--- config.mk ---
export PLATFORM = sky130hd
export DESIGN_NAME = dev_job_ctrl
export DESIGN_NICKNAME = d
export VERILOG_FILES = /design/src/rtl/dev_job_ctrl_pkg.sv /design/src/rtl/dev_job_ctrl_sync_fifo.sv /design/src/rtl/dev_job_ctrl.sv
export SDC_FILE = /design/constraint.sdc
export NUM_CORES = 1
export LEC_CHECK = 0
export ABC_AREA = 0
export CORE_UTILIZATION = 30
export CTS_CLUSTER_SIZE = 40
export DETAILED_ROUTE_END_ITERATION = 8
export DONT_BUFFER_PORTS = 1
export SLEW_MARGIN = 20
export SYNTH_ARGS = -nofsm -noshare
export SYNTH_HDL_FRONTEND = slang
export SYNTH_SLANG_ARGS = --single-unit
--- constraint.sdc ---
create_clock -name clk_i -period 4.7 [get_ports clk_i]
set_input_delay 0.47 -clock clk_i [delete_from_list [all_inputs] [get_ports clk_i]]
set_output_delay 0.47 -clock clk_i [all_outputs]
set_load 0.005 [all_outputs]
--- src/rtl/dev_job_ctrl_pkg.sv ---
// Shared definitions for the dev core job front-end: FSM encoding, default sizes
// and the operand packing used by the job FIFO.
package dev_job_ctrl_pkg;

  localparam int DEF_DEPTH = 4;
  localparam int DEF_CW    = 16;

  typedef enum logic [2:0] {
    ST_IDLE      = 3'd0,
    ST_ISSUE     = 3'd1,
    ST_WAIT_ACK  = 3'd2,
    ST_WAIT_DONE = 3'd3,
    ST_OUT       = 3'd4
  } state_e;

  function automatic logic [63:0] pack_job(input logic [31:0] x, input logic [31:0] y);
    return {y, x};
  endfunction

endpackage

--- src/rtl/dev_job_ctrl_sync_fifo.sv ---
// Synchronous show-ahead FIFO with occupancy output; pushes are refused when full,
// pops are ignored when empty, pointers wrap modulo DEPTH (power of two).
module dev_job_ctrl_sync_fifo #(
  parameter int WIDTH = 64,
  parameter int DEPTH = 4,
  localparam int AW = $clog2(DEPTH)
) (
  input  logic             clk_i,
  input  logic             rst_i,
  input  logic             push_i,
  input  logic [WIDTH-1:0] wdata_i,
  input  logic             pop_i,
  output logic [WIDTH-1:0] rdata_o,
  output logic             full_o,
  output logic             empty_o,
  output logic [AW:0]      level_o
);

  logic [WIDTH-1:0] mem_r [DEPTH];
  logic [AW-1:0]    wr_ptr_r;
  logic [AW-1:0]    rd_ptr_r;
  logic [AW:0]      level_r;
  logic             push_ok_s;
  logic             pop_ok_s;

  assign full_o    = (level_r == (AW+1)'(DEPTH));
  assign empty_o   = (level_r == {(AW+1){1'b0}});
  assign level_o   = level_r;
  assign rdata_o   = mem_r[rd_ptr_r];
  assign push_ok_s = push_i && !full_o;
  assign pop_ok_s  = pop_i && !empty_o;

  // storage write port
  always_ff @(posedge clk_i) begin
    if (push_ok_s) begin
      mem_r[wr_ptr_r] <= wdata_i;
    end
  end

  // pointers and occupancy
  always_ff @(posedge clk_i or posedge rst_i) begin
    if (rst_i) begin
      wr_ptr_r <= {AW{1'b0}};
      rd_ptr_r <= {AW{1'b0}};
      level_r  <= {(AW+1){1'b0}};
    end else begin
      if (push_ok_s) begin
        wr_ptr_r <= wr_ptr_r + AW'(1);
      end
      if (pop_ok_s) begin
        rd_ptr_r <= rd_ptr_r + AW'(1);
      end
      case ({push_ok_s, pop_ok_s})
        2'b10:   level_r <= level_r + (AW+1)'(1);
        2'b01:   level_r <= level_r - (AW+1)'(1);
        default: level_r <= level_r;
      endcase
    end
  end

endmodule

--- src/rtl/dev_job_ctrl.sv ---
// Job front-end for the dev core: buffers operand pairs, launches one core job at a
// time, holds y through the computation and returns result plus cycle count.
module dev_job_ctrl
  import dev_job_ctrl_pkg::*;
#(
  parameter int DEPTH = DEF_DEPTH,
  parameter int CW    = DEF_CW
) (
  input  logic                   clk_i,
  input  logic                   rst_i,
  input  logic                   in_valid_i,
  output logic                   in_ready_o,
  input  logic [31:0]            x_bi,
  input  logic [31:0]            y_bi,
  output logic [31:0]            core_x_bo,
  output logic [31:0]            core_y_bo,
  output logic                   core_start_o,
  input  logic                   core_rdy_i,
  input  logic [31:0]            core_res_bi,
  output logic                   out_valid_o,
  input  logic                   out_ready_i,
  output logic [31:0]            res_bo,
  output logic [CW-1:0]          cyc_bo,
  output logic [$clog2(DEPTH):0] level_bo,
  output logic                   busy_o
);

  state_e        state_r;
  state_e        state_nxt_s;
  logic          pop_s;
  logic [63:0]   fifo_rdata_s;
  logic          fifo_full_s;
  logic          fifo_empty_s;
  logic [CW-1:0] cnt_r;
  logic [31:0]   core_x_r;
  logic [31:0]   core_y_r;
  logic          start_r;
  logic [31:0]   res_r;
  logic [CW-1:0] cyc_r;
  logic          out_valid_r;

  dev_job_ctrl_sync_fifo #(
    .WIDTH (64),
    .DEPTH (DEPTH)
  ) u_fifo (
    .clk_i   (clk_i),
    .rst_i   (rst_i),
    .push_i  (in_valid_i),
    .wdata_i (pack_job(x_bi, y_bi)),
    .pop_i   (pop_s),
    .rdata_o (fifo_rdata_s),
    .full_o  (fifo_full_s),
    .empty_o (fifo_empty_s),
    .level_o (level_bo)
  );

  assign in_ready_o   = !fifo_full_s;
  assign busy_o       = (state_r != ST_IDLE) || !fifo_empty_s;
  assign core_x_bo    = core_x_r;
  assign core_y_bo    = core_y_r;
  assign core_start_o = start_r;
  assign res_bo       = res_r;
  assign cyc_bo       = cyc_r;
  assign out_valid_o  = out_valid_r;

  // next-state and pop decision
  always_comb begin
    state_nxt_s = state_r;
    pop_s       = 1'b0;
    case (state_r)
      ST_IDLE: begin
        if (!fifo_empty_s && core_rdy_i) begin
          pop_s       = 1'b1;
          state_nxt_s = ST_ISSUE;
        end else begin
          state_nxt_s = ST_IDLE;
        end
      end
      ST_ISSUE: state_nxt_s = ST_WAIT_ACK;
      ST_WAIT_ACK: begin
        if (!core_rdy_i) begin
          state_nxt_s = ST_WAIT_DONE;
        end else begin
          state_nxt_s = ST_WAIT_ACK;
        end
      end
      ST_WAIT_DONE: begin
        if (core_rdy_i) begin
          state_nxt_s = ST_OUT;
        end else begin
          state_nxt_s = ST_WAIT_DONE;
        end
      end
      ST_OUT: begin
        if (out_ready_i) begin
          state_nxt_s = ST_IDLE;
        end else begin
          state_nxt_s = ST_OUT;
        end
      end
      default: state_nxt_s = ST_IDLE;
    endcase
  end

  // state register
  always_ff @(posedge clk_i or posedge rst_i) begin
    if (rst_i) begin
      state_r <= ST_IDLE;
    end else begin
      state_r <= state_nxt_s;
    end
  end

  // operand latch, start pulse, cycle counter and result capture
  always_ff @(posedge clk_i or posedge rst_i) begin
    if (rst_i) begin
      core_x_r    <= 32'd0;
      core_y_r    <= 32'd0;
      start_r     <= 1'b0;
      cnt_r       <= {CW{1'b0}};
      res_r       <= 32'd0;
      cyc_r       <= {CW{1'b0}};
      out_valid_r <= 1'b0;
    end else begin
      start_r <= (state_nxt_s == ST_ISSUE);
      // y stays put until the next pop, which cannot happen before OUT completes
      if (pop_s) begin
        {core_y_r, core_x_r} <= fifo_rdata_s;
      end
      if (state_r == ST_ISSUE) begin
        cnt_r <= CW'(1);
      end else if (((state_r == ST_WAIT_ACK) || (state_r == ST_WAIT_DONE)) &&
                   (cnt_r != {CW{1'b1}})) begin
        cnt_r <= cnt_r + CW'(1);
      end
      if ((state_r == ST_WAIT_DONE) && core_rdy_i) begin
        res_r       <= core_res_bi;
        cyc_r       <= cnt_r;
        out_valid_r <= 1'b1;
      end else if ((state_r == ST_OUT) && out_ready_i) begin
        out_valid_r <= 1'b0;
      end
    end
  end

endmodule
==> impl_metrics.ini <==
[place]
place_congestion = 0.778
dp.cells = 1385
hpwl_um = 18200
port_buffers = 0

[cts]
htree_levels = 2
worstSkewPairLatency_ps = 560
cts_setup_buffers = 0
path_clk_slew_ps = 60
root_buffer = clkbuf_16
cts_tree = built
cts.sinks = 396
cts_made_buffers = 45
max-clock-path-buffers = 3

[synthesis]
synth.distinct_cells = 50
async_reset_ff_share_pct = 35.4
synth_flop_cell = edfxtp_1
synth-seq-area-share_pct = 74.9
syn_area_um2 = 14900
ys_ff_latch = 396
avgSynthCellArea_um2 = 20.2
syn_inst = 740
synth_nets = 848
yosysWarnings = 0
synth_edf_count = 256

[drt]
final_antenna_net_count = 0
first_iter_violations = 390
routed_wl_um = 31100
dr.pass1.iters = 4
post_drt_via_cell_ratio = 4.64
via_count = 7132
drc = 0
wire_per_inst_um = 20.3

[final_layout]
areaGrowthSynthToFinish_pct = 18.9
fin_nets = 943
utilization_pct = 36.2
instances_no_fill = 1536
drive_above_1_share_pct = 30.0

[pwr]
powerDensity_nw_per_um2 = 623
max-vdd-ir-drop_v = 0.000391
p_leak_nw = 6.25
power_mw = 11.1

[global_routing]
grtUsageTotal_pct = 12.4
grt_pass1_wl_um = 46300
antenna_found_initial = 4
grt_pass1_vias = 7334
grt-ovfl-total = 0
grt_start_max_net_pins = 85

[die]
die-area_um2 = 50700
ios = 220
num_rows = 81
die_width_um = 225
die_y_um = 225
core_area_um2 = 49100
start_util_pct = 30.5

[timing]
fin_tns_setup_ps = 0
fmax_mhz = 391
finalCritPeriodShare_pct = 54.4
finalClockSkew_ps = 20.2
min_period_ps = 2560
setup_viol = 0
slew_violations = 0
slew_headroom_pct = 37.6
hold_viol = 0
grt_setup_unrepaired = false
tightest_slew_ps = 935

[setup_path]
cp-start-kind = flip-flop
critPathArrivalTime_ps = 3000
worstSetupEndpointType = flip-flop
cp_data_required_time_ps = 5140
worstPathMaxFanout = 46
critPathKind = reg -> reg

[worst_hold_path]
hp-class = in -> reg

[status]
status = completed

[run]
drv_cap = 0
==> critical path: stages, from the launching register on <==
cell,delay (ps)
dfrtp_1,470
nor3_2,270
nand3_2,160
clkinv_2,370
buf_4,700
mux2_2,420
==> where the power goes <==
part | leakage, nW | internal, mW | switching [mW]
clock network | 0.662 | 1.89 | 1.39
logic | 1.52 | 1.23 | 1.01
registers | 4.06 | 4.75 | 0.798
total | 6.25 | 7.86 | 3.20
==> layout by cell type (no fill, tap or decap), drive strengths merged, types with 5 or more instances in the layout <==
| cell | count |
|---|---|
| edfxtp | 256 |
| dfrtp | 140 |
| mux2 | 107 |
| dlygate4sd3 | 67 |
| mux4 | 64 |
| clkbuf | 62 |
| nand2 | 22 |
| inv | 18 |
| a21oi | 12 |
| buf | 11 |
| clkinv | 11 |
| nand4 | 9 |
| o21ai | 8 |
| o31ai | 7 |
| ha | 6 |
| or3 | 6 |
| nand3 | 6 |
| mux2i | 5 |
| clkinvlp | 5 |
==> path summary, 6_finish.rpt <==
path                                      start                 end  slack, ps  depth (start not counted)
worst max-delay path                 state_r[1]       core_y_bo[30]       2140                          5
worst min-delay path            core_res_bi[29]          res_bo[29]         60                          1
worst max register to register       state_r[1]       core_y_bo[30]       2140                          5
worst min register to register       cyc_bo[13]          cyc_bo[13]        500                          2
max in group asynchronous                 rst_i  u_fifo.rd_ptr_r[0]       3080                          3
min in group asynchronous                 rst_i           res_bo[2]        570                          2
==> cells in the mapped netlist (all sizes together) (3+ instances only) <==
cell type	number	area (um^2)
mux4	64	1440
buf	22	145
mux2i	5	50.1
clkbuf	8	30.0
nor4	4	40.0
xnor2	4	35.0
or3	6	40.0
o21ai	8	40.0
and3	4	25.0
nand4	9	77.6
ha	6	75.1
nand2	22	82.6
inv	16	60.1
o31ai	7	52.6
mux2	107	1200
nor2	4	15.0
nand3	6	40.0
a21oi	12	60.1
nor3	3	20.0
or4	3	22.5
edfxtp	256	7690
and2	4	25.0
dfrtp	140	3500
==> stage by stage <==
| step | hold WS [ps] | worst slack, ps | instance area (um^2) |
|---|---|---|---|
| final | 57.1 | 2140 | 17800 |
| after global routing | 24.8 | 1980 | 17800 |
| after CTS | 13.9 | 2080 | 17800 |
| after detailed placement | 499 | 2080 | 15700 |
| after global placement | 492 | 2160 | 15700 |
| after floorplan | 469 | 477 | 14900 |
==> repair_timing <==
action	4_1_cts	5_1_grt
hold buffers	67	0
endpoints found under the hold margin	334	0
resized for setup	0	0
==> final cells by class <==
| type | instances | area (um^2) |
|---|---|---|
| sequential | 396 | 11200 |
| antenna | 3 | 7.51 |
| timing repair buffer | 78 | 753 |
| clock inverter | 19 | 149 |
| clock buffer | 62 | 1230 |
| inverter | 16 | 66.3 |
| multi-input combinational | 298 | 3540 |
| tap | 664 | 831 |
| fill | 4559 | 31300 |
==> layer usage <==
layer / track usage (%) / vias up / wire length [um]
li1: - / 3125 / -
met1: 15.8 / 3706 / 13300
met2: 19.2 / 238 / 14300
met3: 4.72 / 59 / 2790
met4: 4.54 / 4 / 777
met5: 0 / - / 23
==> flip-flops by register name, indices dropped and copies added (netlist names) <==
name / flops
out_valid_o: 1
core_y_bo: 32
u_fifo.level_o: 3
u_fifo.rd_ptr_r: 2
state_r: 3
core_x_bo: 32
u_fifo.wr_ptr_r: 2
cyc_bo: 16
cnt_r: 16
core_start_o: 1
u_fifo.mem_r: 256
res_bo: 32
==> cell families after synthesis <==
logic type	count (synthesis)	share of synthesized area (%)
compound gates	35	1.42
xor+xnor	6	0.352
fa+ha+maj	7	0.636
buf+inv	46	1.57
flops	396	74.9
mux	176	18.0
simple gates	74	3.07
Note: power is estimated with default switching activity, not from simulation.
